File: src/rtl/instr_loader_if.sv
// Byte-stream handshake between the boot source and the instruction loader.
// The source drives valid and data. The loader drives ready.
interface instr_loader_if;
    logic       byte_valid_i;
    logic [7:0] byte_i;
    logic       byte_ready_o;

    // Boot source side
    modport master (
        output byte_valid_i,
        output byte_i,
        input  byte_ready_o
    );

    // Loader side
    modport slave (
        input  byte_valid_i,
        input  byte_i,
        output byte_ready_o
    );
endinterface

File: src/rtl/instr_loader.sv
// Boot-time instruction loader.
// Parses the frame: sync 0xA5, LEN lo, LEN hi, LEN*4 data bytes, then a checksum byte.
// Assembles little-endian 32-bit words and strobes each word into the core.
// Holds the core in reset until a frame with a valid checksum has been accepted.
module instr_loader #(
    parameter int unsigned MAX_WORDS = 256,
    parameter int unsigned CNT_W     = 16
) (
    input  logic                 clk_i,
    input  logic                 rst_i,
    instr_loader_if.slave        bus,
    output logic                 wr_instr_en_o,
    output logic [31:0]          wr_instr_o,
    output logic                 cpu_rst_o,
    output logic                 done_o,
    output logic                 err_o,
    output logic [CNT_W-1:0]     word_cnt_o
);

    localparam logic [7:0] SyncByte = 8'hA5;

    typedef enum logic [2:0] {
        StIdle,
        StLenLo,
        StLenHi,
        StData,
        StCsum,
        StRun,
        StError
    } state_e;

    state_e           state_q, state_d;
    logic [CNT_W-1:0] len_q, len_d;
    logic [1:0]       idx_q, idx_d;
    logic [7:0]       csum_q, csum_d;
    logic [31:0]      word_q, word_d;
    logic             wr_en_q, wr_en_d;
    logic [31:0]      wr_instr_q, wr_instr_d;
    logic [CNT_W-1:0] cnt_q, cnt_d;
    logic             cpu_rst_q, cpu_rst_d;
    logic             done_q, done_d;
    logic             err_q, err_d;

    logic             ready;
    logic             accept;
    logic [7:0]       in_byte;
    logic [CNT_W-1:0] len_full;
    logic [CNT_W-1:0] cnt_inc;

    // Only RUN refuses bytes. The core owns the machine from then on.
    assign ready            = (state_q != StRun);
    assign bus.byte_ready_o = ready;
    assign accept           = bus.byte_valid_i && ready;
    assign in_byte          = bus.byte_i;

    // Length as it will look once the high byte is latched
    assign len_full = CNT_W'({in_byte, len_q[7:0]});
    assign cnt_inc  = cnt_q + CNT_W'(1);

    // State and datapath registers. Reset wins over everything.
    always_ff @(posedge clk_i) begin
        if (rst_i) begin
            state_q    <= StIdle;
            len_q      <= '0;
            idx_q      <= '0;
            csum_q     <= '0;
            word_q     <= '0;
            wr_en_q    <= 1'b0;
            wr_instr_q <= '0;
            cnt_q      <= '0;
            cpu_rst_q  <= 1'b1;
            done_q     <= 1'b0;
            err_q      <= 1'b0;
        end else begin
            state_q    <= state_d;
            len_q      <= len_d;
            idx_q      <= idx_d;
            csum_q     <= csum_d;
            word_q     <= word_d;
            wr_en_q    <= wr_en_d;
            wr_instr_q <= wr_instr_d;
            cnt_q      <= cnt_d;
            cpu_rst_q  <= cpu_rst_d;
            done_q     <= done_d;
            err_q      <= err_d;
        end
    end

    // Next-state logic, frame parsing and word assembly
    always_comb begin
        state_d    = state_q;
        len_d      = len_q;
        idx_d      = idx_q;
        csum_d     = csum_q;
        word_d     = word_q;
        wr_en_d    = 1'b0;
        wr_instr_d = wr_instr_q;
        cnt_d      = cnt_q;

        unique case (state_q)
            StIdle, StError: begin
                // Anything other than sync is line noise and is dropped
                if (accept && (in_byte == SyncByte)) begin
                    state_d = StLenLo;
                    cnt_d   = '0;
                    csum_d  = '0;
                    idx_d   = '0;
                end
            end
            StLenLo: begin
                if (accept) begin
                    len_d   = CNT_W'(in_byte);
                    state_d = StLenHi;
                end
            end
            StLenHi: begin
                if (accept) begin
                    len_d = len_full;
                    if ((len_full == '0) || (32'(len_full) > MAX_WORDS)) begin
                        state_d = StError;
                    end else begin
                        state_d = StData;
                    end
                end
            end
            StData: begin
                if (accept) begin
                    csum_d                   = csum_q + in_byte;
                    word_d[{idx_q, 3'b000} +: 8] = in_byte;
                    idx_d                    = idx_q + 2'd1;
                    if (idx_q == 2'd3) begin
                        // Fourth byte completes the word. It is written straight from the bus
                        // so back-to-back bytes never need a stall.
                        wr_instr_d = {in_byte, word_q[23:0]};
                        wr_en_d    = 1'b1;
                        cnt_d      = cnt_inc;
                        if (cnt_inc == len_q) begin
                            state_d = StCsum;
                        end
                    end
                end
            end
            StCsum: begin
                if (accept) begin
                    state_d = (in_byte == csum_q) ? StRun : StError;
                end
            end
            StRun: begin
                // Terminal until reset
            end
            default: begin
                state_d = StIdle;
            end
        endcase
    end

    // Core control outputs are registered from the next state.
    // They change on the edge that makes the transition.
    always_comb begin
        cpu_rst_d = (state_d != StRun);
        done_d    = (state_d == StRun);
        err_d     = (state_d == StError);
    end

    assign wr_instr_en_o = wr_en_q;
    assign wr_instr_o    = wr_instr_q;
    assign word_cnt_o    = cnt_q;
    assign cpu_rst_o     = cpu_rst_q;
    assign done_o        = done_q;
    assign err_o         = err_q;

endmodule

File: src/flat_wrapper.sv
// flat-port wrapper written by rule: the top's interface ports become plain ports
module instr_loader_flat 
#(
    parameter int unsigned MAX_WORDS = 256,
    parameter int unsigned CNT_W     = 16
)
  (clk_i, rst_i, wr_instr_en_o, wr_instr_o, cpu_rst_o, done_o, err_o, word_cnt_o, bus_byte_valid_i, bus_byte_i, bus_byte_ready_o);
  instr_loader_if bus_i ();
  input  logic clk_i;
  input  logic rst_i;
  output logic wr_instr_en_o;
  output logic [31:0] wr_instr_o;
  output logic cpu_rst_o;
  output logic done_o;
  output logic err_o;
  output logic [CNT_W-1:0] word_cnt_o;
  input wire logic [$bits(bus_i.byte_valid_i)-1:0] bus_byte_valid_i;
  input wire logic [$bits(bus_i.byte_i)-1:0] bus_byte_i;
  output wire logic [$bits(bus_i.byte_ready_o)-1:0] bus_byte_ready_o;
  assign bus_i.byte_valid_i = bus_byte_valid_i;
  assign bus_i.byte_i = bus_byte_i;
  assign bus_byte_ready_o = bus_i.byte_ready_o;
  instr_loader #(.MAX_WORDS(MAX_WORDS), .CNT_W(CNT_W)) u_core (.clk_i(clk_i), .rst_i(rst_i), .bus(bus_i), .wr_instr_en_o(wr_instr_en_o), .wr_instr_o(wr_instr_o), .cpu_rst_o(cpu_rst_o), .done_o(done_o), .err_o(err_o), .word_cnt_o(word_cnt_o));
endmodule
File: config.mk
export PLATFORM = sky130hd
export DESIGN_NAME = instr_loader_flat
export DESIGN_NICKNAME = d
export VERILOG_FILES = /design/src/rtl/instr_loader_if.sv /design/src/rtl/instr_loader.sv /design/src/flat_wrapper.sv
export SDC_FILE = /design/constraint.sdc
export NUM_CORES = 1
export LEC_CHECK = 0
export CAP_MARGIN = 15
export CORE_AREA = 2 2 99 101
export CTS_CLUSTER_SIZE = 20
export DETAILED_ROUTE_END_ITERATION = 12
export DIE_AREA = 0 0 101 103
export DONT_BUFFER_PORTS = 1
export GPL_TIMING_DRIVEN = 0
export PLACE_DENSITY = 0.74
export RECOVER_POWER = 100
export SYNTH_ARGS = -nofsm -noshare
export SYNTH_HDL_FRONTEND = slang
export SYNTH_SLANG_ARGS = --single-unit
File: constraint.sdc
create_clock -name clk_i -period 2.24 [get_ports clk_i]
set_clock_uncertainty 0.1 [all_clocks]
set_input_delay 0.112 -clock clk_i [delete_from_list [all_inputs] [get_ports clk_i]]
set_output_delay 0.112 -clock clk_i [all_outputs]
set_load 0.03 [all_outputs]
Yosys cells after proc, flatten, opt, wreduce, memory -nomap -nowiden --
Cells that the tools add are included.
Operators by class: add/subtract/negate cells 4, $lt $le $gt $ge 1, eq/ne operators 19, shift-type cells 2, mux-type cells 25, bitwise logic cells 3, reductions and logical operators 15
Operator list (number):
- 2-to-1 mux 16 bit | 5
- one-hot mux 16 bit (2 select lines) | 2
- bitwise mux 32 bit | 1
- variable shift 8 x 7 -> 32 bit, first input constant | 1
- variable part select 8 x 7 -> 32 bit | 1
- 2-to-1 mux 3 bit | 8
- one-hot mux 3 bit (6 select lines) | 1
- adder 16 x 1 -> 16 bit, second input constant | 1
- equality test 16 bit | 1
- > comparator 16 x 9 -> 1 bit, second input constant | 1
- logical NOT 16 bit | 1
- 2-to-1 mux 8 bit | 2
- one-hot mux 8 bit (2 select lines) | 1
- equality test 3 bit, second input constant | 5
- AND reduction 3 bit | 4
- != test 2 x 1 -> 1 bit, second input constant | 5
- adder 8 bit | 1
- equality test 8 bit | 1
- equality test 8 bit, second input constant | 1
- negation 5 -> 7 bit | 1
- equality test 3 x 2 -> 1 bit, second input constant | 2
- 2-to-1 mux 2 bit | 3
- != test 3 bit, second input constant | 2
- one-hot mux 2 bit (2 select lines) | 1
- 13 further kinds | 17
Storage, ports and cells: bits in registers 113, logic and storage cells 81

Depth between registers and ports, before layout --
word-level depth 7, gate-level depth with buffers 10, gate-level depth less buffers 9

Least setup slack after synthesis --
No wires, ideal clock.
path type register -> register, start point register u_core.cnt_q[1], in the netlist u_core.word_cnt_o[1], end point register u_core.state_q[0], setup time 0.123 ns, data arrival time 2.373 ns, data required time 2.017 ns, setup slack -0.356 ns, cell stages (with the launch flop) 10, path buffers 1, clock period less this slack 2.596 ns, path through dfxtp_1 -> ha_1 -> clkbuf_2 -> nand3_1 -> nor4_1 -> xnor2_1 -> nor4b_1 -> nand4_1 -> a21oi_1 -> nor2_1
On the way: longest elaborated chain between the ends 6
RTL lines:
- from (decl) | RTL line instr_loader.sv:39 | logic [CNT_W-1:0] cnt_q, cnt_d;
- from (signal assigned) | RTL line instr_loader.sv:82 | cnt_q <= cnt_d;
- adder 16 x 1 -> 16 bit | RTL line instr_loader.sv:58 | assign cnt_inc = cnt_q + CNT_W'(1);
- equality test 16 bit | RTL line instr_loader.sv:137 | if (cnt_inc == len_q) begin
- 2-to-1 mux 3 bit | RTL line instr_loader.sv:137
- 2-to-1 mux 3 bit | RTL line instr_loader.sv:131 | if (idx_q == 2'd3) begin
- 2-to-1 mux 3 bit | RTL line instr_loader.sv:127 | if (accept) begin
- one-hot mux 3 bit (6 select lines) | RTL line instr_loader.sv:100 | unique case (state_q)
- to (signal assigned) | RTL line instr_loader.sv:63 | state_q <= StIdle;
- to (signal assigned) | RTL line instr_loader.sv:75 | state_q <= state_d;
- to (decl) | RTL line instr_loader.sv:32 | state_e state_q, state_d;
Every way passes these cells. A chain may end at the register's enable or synchronous reset.

Worst setup path in the final report --
start point register u_core.cnt_q[3], in the netlist u_core.word_cnt_o[3], end point register u_core.cpu_rst_q, in the netlist u_core.cpu_rst_o
On the way: longest elaborated chain between the ends 7
RTL lines:
- adder 16 x 1 -> 16 bit | RTL line instr_loader.sv:58
- equality test 16 bit | RTL line instr_loader.sv:137
- 2-to-1 mux 3 bit | RTL line instr_loader.sv:137
- 2-to-1 mux 3 bit | RTL line instr_loader.sv:131
- 2-to-1 mux 3 bit | RTL line instr_loader.sv:127
- one-hot mux 3 bit (6 select lines) | RTL line instr_loader.sv:100
- != test 3 bit | RTL line instr_loader.sv:160 | cpu_rst_d = (state_d != StRun);
- to (signal assigned) | RTL line instr_loader.sv:83 | cpu_rst_q <= cpu_rst_d;
- to (decl) | RTL line instr_loader.sv:40 | logic cpu_rst_q, cpu_rst_d;
Every way passes these cells.

==> out/qor.txt <==
Root buffer cell = clkbuf_8
Port-buffer cells = 0
Top_reg_cell synth = dfxtp_1
Net Sw Frac = 27.94%
Final core occ = 64.79%
FF-to-FF End = u_core.cpu_rst_o
Crit-path cells = clkbuf_8 > nand4_4 > buf_4 > a2111oi_2 > nor4_1 > a211oi_2 > nand4_1 > a21oi_2 > nand2b_1
Post-synth EDFFs = 0
CP max-delay cell = dfxtp_4
Syn nets = 681
Initial Utilization = 55.36%
Slew Limit Headroom = 52.02%
Fmax = 405.4 MHz
Fraction of registers with async set/reset = 0%
Ant diodes = 0
Critical Path Sink Type = register
Sw power = 967.7 uW
Pre-CTS setup slack = -472.0 ps
Final min period = 2467 ps
Cell Area, Synth = 0.005236 mm^2
Synth area leaders = dfxtp_1, a21oi_1, nand2_1
Hpwl dp = 10.20 mm
Die Ht = 103 um
RSZ-0062 raised after global routing = yes
First-pass GRT wire length = 23.45 mm
CTS tree = done
Wire per inst = 19.17 um
Drt via density = 6.376
CP max stage delay = 410 ps
Hold WC Path Type = in2reg
Worst-path clk slew = 90 ps
Area Growth Syn to Fin = 17.04%
Crit Path Max Fanout = 10
Synth Area per Inst = 7.982 um^2
Share of cells above drive strength 1 = 19.28%
Routed via count = 5158
P_int = 2495 uW
Setup CP Type = reg2reg
Final wirelength = 15.51 mm
Drc violations = 0
Pwr Density = 565.1 mW/mm^2
Initial antenna violation count = 0
R2R Setup Slk = -230 ps
Fin crit share = 110.1%
Drt first-iter violations = 387
CP Data Required Time = 2460 ps
Count of cell types in the netlist = 63
Overall Power = 3463 uW
Clock Path Buffers = 2
Most frequent cells in the layout = nand2_1, a21oi_1, dfxtp_1
Seq pwr share = 56.0%
Largest net degree at the start of global routing = 17
Failing checks = setup timing
Worst Hold End = u_core.csum_q[0]
Post-route setup slack = -226.8 ps
Die width = 101 um
Die Area = 0.01040 mm^2
Hold Path Stages = 3
Gate power share = 12.9%
Measured slew at the worst slew-check pin = 719.7 ps
Cell count of the worst reg-to-reg path = 9
Core Area = 0.009459 mm^2
Arrival time worst endpoint = 2690 ps
Synthesis Warnings = 0
GP Congestion = 0.9474
CTS H-tree lvls = 3
Num CTS Buffers = 9
Clock Sink Count = 105
Routed Antenna Nets = 0
Worst r2r src = u_core.word_cnt_o[3]
Number of synthesized register bits = 105
Layout Nets = 716
GRT Overall Usage = 28.93%
Number of global-route vias before repair = 4891
Status = finished with violations
Peak VDD IR = 0.3973 mV
Total leakage power = 0.002126 uW
Commonest non-fill, non-tap cell in the layout = nand2_1
Hold Startpoint = bus_byte_i[0]
Max-cap violation count = 0
IO Count = 64
Sequential cell area fraction in the yosys report = 40.14%
Final hold violation count = 0
Fin Hold WS = 47.98 ps
Endpoints failing setup = 21
Leading area contributor after synthesis = dfxtp_1
Clock Power Share = 31.1%
Total congestion overflow = 0
Area share of the largest cell type after synthesis = 40.14%
Post-synthesis cell count = 656
Max-slew violations = 0
Row cnt = 36
Clock Latency Late Sink = 370 ps
Critical path startpoint category = register
Pre-antenna DRT Iters = 5
-- worst max-delay path by stage --
stage               slack [ps]               endpoint                  from
finish                    -230       u_core.cpu_rst_o  u_core.word_cnt_o[3]
global route              -270       u_core.cpu_rst_o  u_core.word_cnt_o[3]
CTS                        -90      u_core.state_q[0]  u_core.word_cnt_o[1]
detailed placement        -470   u_core.word_cnt_o[5]     u_core.state_q[1]
global placement          -390  u_core.word_cnt_o[12]     u_core.state_q[1]
floorplan                   10          u_core.done_o  u_core.word_cnt_o[7]
-- registers in the layout, indices dropped and copies added, names as in the netlist --
name / count
u_core.state_q: 3
u_core.wr_instr_o: 32
u_core.len_q: 16
u_core.idx_q: 2
u_core.done_o: 1
u_core.word_cnt_o: 16
u_core.err_o: 1
u_core.csum_q: 8
u_core.word_q: 24
u_core.wr_instr_en_o: 1
u_core.cpu_rst_o: 1
-- repair_timing --
item	4_1_cts	5_1_grt
cloned	1	0
setup endpoints to repair	43	81
resized for setup	52	48
endpoints found under the hold margin	31	0
hold buffers	5	0
setup buffers	9	12
pin swaps	10	31
-- through the flow --
stage               instance area, um^2  std cells  TNS [ps]
floorplan                          5278        656         0
global placement                   5420        770    -11670
detailed placement                 5420        770    -13460
CTS                                5868        798    -572.5
global route                       6128        809     -3505
finish                             6128        809     -1426
-- power groups by stage --
| stage | registers, uW | logic (uW) | clock network, uW |
|---|---|---|---|
| 2_1_floorplan | 1980 | 276 | 0 |
| 3_3_place_gp | 1980 | 340 | 0 |
| 3_5_place_dp | 1990 | 354 | 0 |
| 4_1_cts | 1940 | 392 | 1090 |
| 5_1_grt | 1940 | 474 | 1160 |
| 6_report | 1940 | 447 | 1080 |
-- worst max-delay path, delay by kind of cell (launching register included) --
kind / cells / cell delay (ps)
buffers and inverters: 2 / 390
AND/OR/NAND/NOR: 4 / 690
AO/OA/AOI/OAI: 3 / 820
flip-flops: 1 / 410
-- layout make-up --
cell class,instances,area (um^2)
inverters,10,37.54
repair buffers,27,226.5
well taps,114,142.6
clock buffers,11,141.4
fillers,801,3331
multi-input cells,494,3110
plain buffers,44,289.0
clock inverters,4,30.03
flip-flops and latches,105,2151
-- cells in the mapped netlist, drive strengths merged (3+ instances only) --
cell      n
nand2   122
dfxtp   105
a21oi    96
nor2     44
clkbuf   40
nand3    38
o21ai    19
nor3     14
ha       13
xnor2    13
nand4    12
a22oi    11
nor4     11
inv      10
and3      8
xor2      8
buf       7
nand3b    7
and4      6
nand2b    6
nor2b     6
nor3b     6
o21bai    5
or4       5
o22ai     4
o31ai     4
a21o      3
a311oi    3
a31oi     3
-- cell families (layout without fill, tap and decap cells) --
group / after synthesis / count (layout) / synth area share, %
compound gates: 165 / 165 / 18.81
xor+xnor: 21 / 21 / 3.513
fa+ha+maj: 14 / 14 / 3.489
buf+inv: 57 / 96 / 5.400
flops: 105 / 105 / 40.14
mux: 1 / 1 / 0.1912
simple gates: 293 / 293 / 28.46
-- metal layers --
metal / track usage [%] / up-vias / wire (um)
li1: - / 2389 / -
met5: 0 / - / 0
met4: 16.63 / 0 / 714
met2: 47.85 / 280 / 7272
met1: 35.50 / 2424 / 6193
met3: 5.492 / 65 / 1332
No activity file was read; power rests on OpenSTA's default activity.
